[src/rtl/prog_loader.sv]
// prog_loader: writes a program into instruction memory from a byte stream.
// A frame is SYNC, length L, L instruction bytes, then an 8-bit additive checksum.
// CPU execution (o_cpu_run) is enabled only after a frame whose checksum matches.
//
// Ports:
//   i_clk        system clock, rising edge
//   i_reset      asynchronous active-low reset
//   i_in_valid   i_in_data holds a byte
//   i_in_data    stream byte
//   o_in_ready   always 1; a byte transfers whenever i_in_valid is high
//   o_wr_en      one-cycle instruction-memory write strobe
//   o_wr_addr    write address (holds when o_wr_en is low)
//   o_wr_data    write data (holds when o_wr_en is low)
//   o_cpu_run    CPU may execute
//   o_load_done  sticky: last frame loaded with a good checksum
//   o_load_err   sticky: last frame aborted (length, checksum or timeout)
//   o_busy       frame in progress
module prog_loader #(
    parameter int          DEPTH   = 16,
    parameter int          AW      = 4,
    parameter int          TIMEOUT = 255,
    parameter logic [7:0]  SYNC    = 8'hA5
) (
    input  logic          i_clk,
    input  logic          i_reset,
    input  logic          i_in_valid,
    input  logic [7:0]    i_in_data,
    output logic          o_in_ready,
    output logic          o_wr_en,
    output logic [AW-1:0] o_wr_addr,
    output logic [7:0]    o_wr_data,
    output logic          o_cpu_run,
    output logic          o_load_done,
    output logic          o_load_err,
    output logic          o_busy
);
    // Count/length need one extra bit so a full DEPTH-word program fits.
    localparam int         CW     = AW + 1;
    localparam int         TW     = $clog2(TIMEOUT + 1);
    localparam logic [7:0] DEPTH8 = 8'(DEPTH);
    localparam logic [TW-1:0] TLAST = TW'(TIMEOUT - 1);

    typedef enum logic [1:0] {S_IDLE, S_LEN, S_DATA, S_SUM} state_t;

    state_t        r_state, w_state_nx;
    logic [CW-1:0] r_len, w_len_nx;
    logic [CW-1:0] r_count, w_count_nx, w_count_inc;
    logic [7:0]    r_sum, w_sum_nx;
    logic [TW-1:0] r_timer, w_timer_nx;
    logic          r_wr_en, w_wr_en_nx;
    logic [AW-1:0] r_wr_addr, w_wr_addr_nx;
    logic [7:0]    r_wr_data, w_wr_data_nx;
    logic          r_cpu_run, w_cpu_run_nx;
    logic          r_done, w_done_nx;
    logic          r_err, w_err_nx;
    logic          w_acc;

    assign w_acc       = i_in_valid;  // ready is permanently high
    assign w_count_inc = r_count + CW'(1);

    always_comb begin
        w_state_nx   = r_state;
        w_len_nx     = r_len;
        w_count_nx   = r_count;
        w_sum_nx     = r_sum;
        w_timer_nx   = '0;
        w_wr_en_nx   = 1'b0;
        w_wr_addr_nx = r_wr_addr;
        w_wr_data_nx = r_wr_data;
        w_cpu_run_nx = r_cpu_run;
        w_done_nx    = r_done;
        w_err_nx     = r_err;

        case (r_state)
            S_IDLE: begin
                if (w_acc && i_in_data == SYNC) begin
                    w_state_nx   = S_LEN;
                    w_cpu_run_nx = 1'b0;
                    w_done_nx    = 1'b0;
                    w_err_nx     = 1'b0;
                end
            end
            S_LEN: begin
                if (w_acc) begin
                    if (i_in_data == 8'd0 || i_in_data > DEPTH8) begin
                        w_err_nx   = 1'b1;
                        w_state_nx = S_IDLE;
                    end else begin
                        w_len_nx   = i_in_data[CW-1:0];
                        w_count_nx = '0;
                        w_sum_nx   = '0;
                        w_state_nx = S_DATA;
                    end
                end
            end
            S_DATA: begin
                // SYNC-valued bytes are plain data here; no mid-frame resync.
                if (w_acc) begin
                    w_wr_en_nx   = 1'b1;
                    w_wr_addr_nx = r_count[AW-1:0];
                    w_wr_data_nx = i_in_data;
                    w_sum_nx     = r_sum + i_in_data;
                    w_count_nx   = w_count_inc;
                    if (w_count_inc == r_len)
                        w_state_nx = S_SUM;
                end
            end
            S_SUM: begin
                if (w_acc) begin
                    if (i_in_data == r_sum) begin
                        w_done_nx    = 1'b1;
                        w_cpu_run_nx = 1'b1;
                    end else begin
                        w_err_nx     = 1'b1;
                    end
                    w_state_nx = S_IDLE;
                end
            end
            default: w_state_nx = S_IDLE;
        endcase

        // Inter-byte timeout: abort on the edge where the idle count reaches
        // TIMEOUT, i.e. after TIMEOUT consecutive cycles without a byte.
        if (r_state != S_IDLE && !w_acc) begin
            if (r_timer == TLAST) begin
                w_state_nx = S_IDLE;
                w_err_nx   = 1'b1;
            end else begin
                w_timer_nx = r_timer + TW'(1);
            end
        end
    end

    always_ff @(posedge i_clk or negedge i_reset) begin
        if (!i_reset) begin
            r_state   <= S_IDLE;
            r_len     <= '0;
            r_count   <= '0;
            r_sum     <= '0;
            r_timer   <= '0;
            r_wr_en   <= 1'b0;
            r_wr_addr <= '0;
            r_wr_data <= '0;
            r_cpu_run <= 1'b0;
            r_done    <= 1'b0;
            r_err     <= 1'b0;
        end else begin
            r_state   <= w_state_nx;
            r_len     <= w_len_nx;
            r_count   <= w_count_nx;
            r_sum     <= w_sum_nx;
            r_timer   <= w_timer_nx;
            r_wr_en   <= w_wr_en_nx;
            r_wr_addr <= w_wr_addr_nx;
            r_wr_data <= w_wr_data_nx;
            r_cpu_run <= w_cpu_run_nx;
            r_done    <= w_done_nx;
            r_err     <= w_err_nx;
        end
    end

    assign o_in_ready  = 1'b1;
    assign o_wr_en     = r_wr_en;
    assign o_wr_addr   = r_wr_addr;
    assign o_wr_data   = r_wr_data;
    assign o_cpu_run   = r_cpu_run;
    assign o_load_done = r_done;
    assign o_load_err  = r_err;
    assign o_busy      = (r_state != S_IDLE);
endmodule
[config.mk]
export PLATFORM = sky130hd
export DESIGN_NAME = prog_loader
export DESIGN_NICKNAME = d
export VERILOG_FILES = /design/src/rtl/prog_loader.sv
export SDC_FILE = /design/constraint.sdc
export NUM_CORES = 1
export LEC_CHECK = 0
export BUFFER_PORTS_ARGS = -buffer_cell sky130_fd_sc_hd__buf_2
export CORE_UTILIZATION = 46
export DETAILED_ROUTE_END_ITERATION = 8
export HOLD_SLACK_MARGIN = 0.1
export PLACE_DENSITY_LB_ADDON = 0.2
export REMOVE_ABC_BUFFERS = 1
export SYNTH_ARGS = -nofsm -noshare
export SYNTH_HDL_FRONTEND = slang
export SYNTH_SLANG_ARGS = --single-unit
[constraint.sdc]
create_clock -name i_clk -period 2.55 [get_ports i_clk]
set_clock_uncertainty 0.2 [all_clocks]
set_input_delay 0.255 -clock i_clk [delete_from_list [all_inputs] [get_ports i_clk]]
set_output_delay 0.255 -clock i_clk [all_outputs]
set_load 0.1 [all_outputs]
# == Word-level counts from Yosys, hierarchy flattened ==
# Index checks and enable logic that the tools add are counted.
# totals
register_bits,43
inputBits,11
word_cells,74
# op_classes
add_sub_neg,3
order_cmp,1
n_eq_ne,13
muxes,33
bitwise_logic,1
reduce_logical,13
# ops
operator,n
$mux W8,5
$eq A8 B8 Y1 const B,2
$mux W2,8
$pmux W8 S2,1
$mux W5,3
$mux W1,12
$ne A2 B2 Y1 const B,6
$pmux W5 S2,1
$add A8 B1 Y8 const B,1
$add A8 B8 Y8,1
$eq A8 B8 Y1,1
$gt A8 B5 Y1 const B,1
$logic_not A8 Y1,1
$pmux W2 S4,1
$reduce_and A4 Y1,2
$reduce_bool A2 Y1,3
$add A5 B1 Y5 const B,1
$eq A5 B5 Y1,1
$eq A2 B2 Y1 const B,2
$pmux W1 S3,1
$reduce_and A3 Y1,1
$eq A2 B1 Y1 const B,1
$logic_and A1 B1 Y1,2
$logic_not A2 Y1,1
5 further kinds,5

# == Logic depth before layout (Yosys ltp) ==
# logic_depth
word_depth,7
mapped_depth,7
ltp_nobuf,7

# == Least setup slack after synthesis ==
# No wires, ideal clock.
# synth_timing
kind,reg-to-reg
start,register r_state[0]
end,register r_err (netlist: o_load_err)
setup_ps,124
t_arrival_ps,1916
path_slack_ps,310
path_stages_with_launch,5
period_less_slack_ps,2240
cell_sequence,dfrtp_1 -> nor2_1 -> clkinv_2 -> or4_4 -> a211o_1
# synth_lines
item,line_no,rtl
start: declaration,45,"state_t r_state, w_state_nx;"
start signal: assignment,148,r_state <= w_state_nx;
$reduce_bool A2 Y1,--,
via o_busy,35,output logic o_busy
$logic_and A1 B1 Y1,124,if (r_state != S_IDLE && !w_acc) begin
$mux W1,124,
via w_err_nx,55,"logic r_err, w_err_nx;"
end signal: assignment,158,r_err <= w_err_nx;
end: declaration,55,
# The timed path passes the listed nets, and every way through them passes these cells.
# A chain may end at the register's enable or synchronous reset.

# == Final worst setup path ==
# layout_timing
start,input port i_in_data[2]
end,register r_sum[7]
# layout_via
elab_chain_cells,4
# layout_rtl
item,line_no,rtl
start: declaration,27,"input logic [7:0] i_in_data,"
$gt A8 B5 Y1 / $logic_not A8 Y1 (equally long branches),85,if (i_in_data == 8'd0 || i_in_data > DEPTH8) begin
$logic_or A1 B1 Y1,85,
$ne A2 B2 Y1 (no source line),--,
$reduce_and A4 Y1 (no source line),--,
end signal: assignment,151,r_sum <= w_sum_nx;
end: declaration,48,"logic [7:0] r_sum, w_sum_nx;"
# Several ways; a longest one is shown, not always the timed one. The select of a mux whose other input is x is not followed.

==> PnR_summary.wiki <==
{| class="wikitable"
! Metric !! Value
|-
| Outcome || finished clean
|-
| Critical Path Source Type || input pin
|-
| Top_reg_cell synth || dfrtp_1
|-
| Largest stage delay on the critical path || 0.53 ns
|-
| Power Dens Cells || 571 nW/um^2
|-
| Overall track demand over capacity in global routing || 19.8%
|-
| Count of buffers from port buffering || 27
|-
| Critical path cell sequence || dlygate4sd3_1, buf_2, ha_1, a21oi_1, a211oi_1, o21a_1, or4_1, nand3_1
|-
| Initial cell density of the core || 49.2%
|-
| Number of setup violations in the final report || 0
|-
| Detailed-routing wirelength on met1 || 2150 um
|-
| Post-CTS Setup Bufs || 0
|-
| Wire length per cell || 14.4 um
|-
| Final Slew Violations || 0
|-
| Met2 wire length || 2230 um
|-
| Number of distinct library cells after synthesis || 45
|-
| Data arrival at the endpoint of the critical path || 2.43 ns
|-
| Number of iterations in the first detailed-routing pass || 6
|-
| Clock sink count || 43
|-
| Count of nets left with antenna violations after detail routing || 0
|-
| Via count normalized by instance count || 5.45
|-
| Final TNS setup || 0 ns
|-
| Highest net fanout along the worst path || 5
|-
| Antenna violations before repair || 0
|-
| Clock tree from TritonCTS || done
|-
| Clock tree buffer depth || 2
|-
| Maximum number of pins on one net before global-route repair || 26
|-
| Fraction of final layout cells sized beyond drive strength 1 || 17.3%
|-
| Die ar. || 5060 um^2
|-
| Worst Hold Class || input pin to asynchronous set/reset pin
|-
| First DRT Iteration DRCs || 95
|-
| Number of placed instances, taps included || 300
|-
| Count of non-filler cells in the finished layout || 318
|-
| DR vias || 1732
|-
| Smallest setup slack after layout || 0.151 ns
|-
| Total clock buffers created by CTS || 5
|-
| Layout Nets || 287
|-
| Final hold violation count || 0
|-
| Core region area || 4470 um^2
|-
| Syn-to-layout area delta || 18.7%
|-
| Final worst-path cycle share || 94.1%
|-
| Number of enable-type register cells in the synthesized netlist || 0
|-
| Max-cap violations || 0
|-
| Post-synth ARST share || 100%
|-
| IR drop worst, VDD || 0.271 mV
|-
| Total gr overflow || 0
|-
| Min Clock Period, post-route || 2.40 ns
|-
| Clock transition at path regs || 0.09 ns
|-
| Max Used Layer || met4
|-
| R2R setup slack || 0.40 ns
|-
| Total wire length || 4570 um
|-
| Source-to-sink clock delay at the later pin of the worst-skew pair || 0.30 ns
|-
| Minimum hold slack || 0.222 ns
|-
| Final RePlAce weighted congestion || 0.835
|-
| Setup slack after placement || 0.411 ns
|-
| CTS HTree Levels || 2
|-
| DRC violation count after routing || 0
|-
| Data required time at the worst endpoint || 2.58 ns
|-
| Routed wl met3 || 147 um
|-
| Antenna diode count || 0
|-
| Number of standard cells after synthesis || 223
|-
| First-pass GRT wire length || 7730 um
|-
| X dimension of the die || 71.2 um
|-
| Endpoint class of the critical path || flop
|-
| Via count of the first global-routing pass || 1643
|-
| Max Freq || 417 MHz
|-
| Average cell area after synthesis || 9.86 um^2
|-
| Path type of the worst setup path || input pin to flop
|-
| Half-perimeter wire length after placement || 3170 um
|-
| Slowest stage cell on the critical path || dlygate4sd3_1
|-
| Buffer type at the clock tree root || clkbuf_8
|-
| Number of top-level pins || 29
|-
| Post-synthesis register bit count || 43
|-
| Placement row count || 24
|-
| Die Y-Extent || 71.2 um
|-
| Unrepaired setup endpoints after global routing || false
|-
| Post-synthesis instance area || 2200 um^2
|-
| Leakage power of the design || 1.30 nW
|-
| Post-synthesis sequential area ratio || 48.9%
|-
| Yosys warns || 0
|}
[cell usage after synthesis, drive strengths merged, types with 2 or more instances]
library cell	instances	area share, %
dfrtp	43	49
o21ai	8	1.8
nor2	11	1.9
a21oi	6	1.4
nand2	55	9.4
a31oi	2	1.3
nand2b	2	0.57
or4	2	0.85
a211oi	2	0.68
xor2	10	4.0
xnor2	10	4.0
ha	10	5.7
mux2	5	2.6
o31ai	3	1.0
a21o	2	0.68
buf	6	1.6
nor4	3	1.1
inv	4	0.68
nor4b	2	0.80
a22o	3	1.2
nand3	13	3.0
nand4	3	0.85
nor3	2	0.46
[per-stage QoR]
stage / total power, mW / utilization (%) / area, um^2
2_1_floorplan: 0.896 / - / 2160
3_5_place_dp: 0.960 / 53.6 / 2400
6_report: 1.49 / 58.4 / 2610
4_1_cts: 1.50 / 58.4 / 2610
5_1_grt: 1.55 / 58.4 / 2610
3_3_place_gp: 0.957 / 53.6 / 2400
[where the power goes]
group          total [mW]  internal, mW  switching [mW]
clock network       0.534         0.292           0.242
logic               0.239        0.0688           0.170
registers           0.717         0.703          0.0148
total                1.49          1.06           0.427
[layout make-up]
| cell class | instances | area, um^2 |
|---|---|---|
| Inverter | 5 | 20.0 |
| Multi-Input combinational cell | 168 | 1060 |
| Sequential cell | 43 | 1080 |
| Clock inverter | 3 | 43.8 |
| Tap cell | 52 | 65.1 |
| Fill cell | 396 | 1860 |
| Timing Repair Buffer | 42 | 273 |
| Clock buffer | 5 | 68.8 |
[critical path, delay by kind of cell]
family	cells	cell delay [ns]
simple gates	2	0.55
compound gates	3	0.59
buf+inv	2	0.68
fa+ha+maj	1	0.36
[logic make-up (layout without fill, tap and decap cells)]
logic type      count (synthesis)  count (layout)  share of synthesized area (%)
xor+xnor                       20              20                           7.96
buf+inv                        12              55                           2.67
simple gates                   99              99                           20.8
compound gates                 31              31                           9.84
other cells                     1               1                          0.170
fa+ha+maj                      11              11                           6.60
mux                             6               6                           3.01
flops                          43              43                           48.9
[layout by cell type, fill, tap and decap left out, types with 5 or more instances in the layout]
| master | netlist | final |
|---|---|---|
| xor2_1 | 10 | 10 |
| buf_4 | 2 | 5 |
| dlygate4sd3_1 | 0 | 10 |
| dfrtp_1 | 43 | 43 |
| buf_2 | 4 | 27 |
| nand2_1 | 55 | 55 |
| nand3_1 | 13 | 13 |
| ha_1 | 10 | 10 |
| o21ai_1 | 7 | 7 |
| a21oi_1 | 6 | 6 |
| xnor2_1 | 10 | 10 |
| mux2_1 | 5 | 5 |
| nor2_1 | 11 | 11 |
| clkbuf_8 | 0 | 5 |
[repair_timing]
item                                    4_1_cts  5_1_grt
endpoints found under the hold margin        32        0
endpoints found under the setup margin        0        0
hold buffers                                 10        0
resized for setup                             0        0
[path summary, 6_finish.rpt]
| path | startpoint | end | depth (start not counted) |
|---|---|---|---|
| hold reg to reg | o_wr_data[0]$_DFFE_PN0P_ | o_wr_data[0]$_DFFE_PN0P_ | 2 |
| setup / recovery | i_in_data[2] | r_sum[7]$_DFFE_PN0P_ | 8 |
| setup reg to reg | r_sum[2]$_DFFE_PN0P_ | r_sum[7]$_DFFE_PN0P_ | 6 |
| hold / removal | i_reset | r_timer[2]$_DFF_PN0_ | 2 |
| min in group i_clk | o_wr_data[0]$_DFFE_PN0P_ | o_wr_data[0]$_DFFE_PN0P_ | 2 |
| max in group asynchronous | i_reset | r_len[0]$_DFFE_PN0P_ | 3 |
[routing by layer]
layer	vias up	global-route usage, %
met1	853	26.0
li1	847	-
met2	27	33.0
met3	5	4.42
met4	0	5.78
met5	-	0
[registers in the layout (all words and copies together) (netlist names)]
register	count
r_len	5
r_state	2
o_load_err	1
r_count	5
o_wr_data	8
o_load_done	1
o_wr_addr	4
r_sum	8
r_timer	8
o_wr_en	1
No activity file was read; power rests on OpenSTA's default activity.
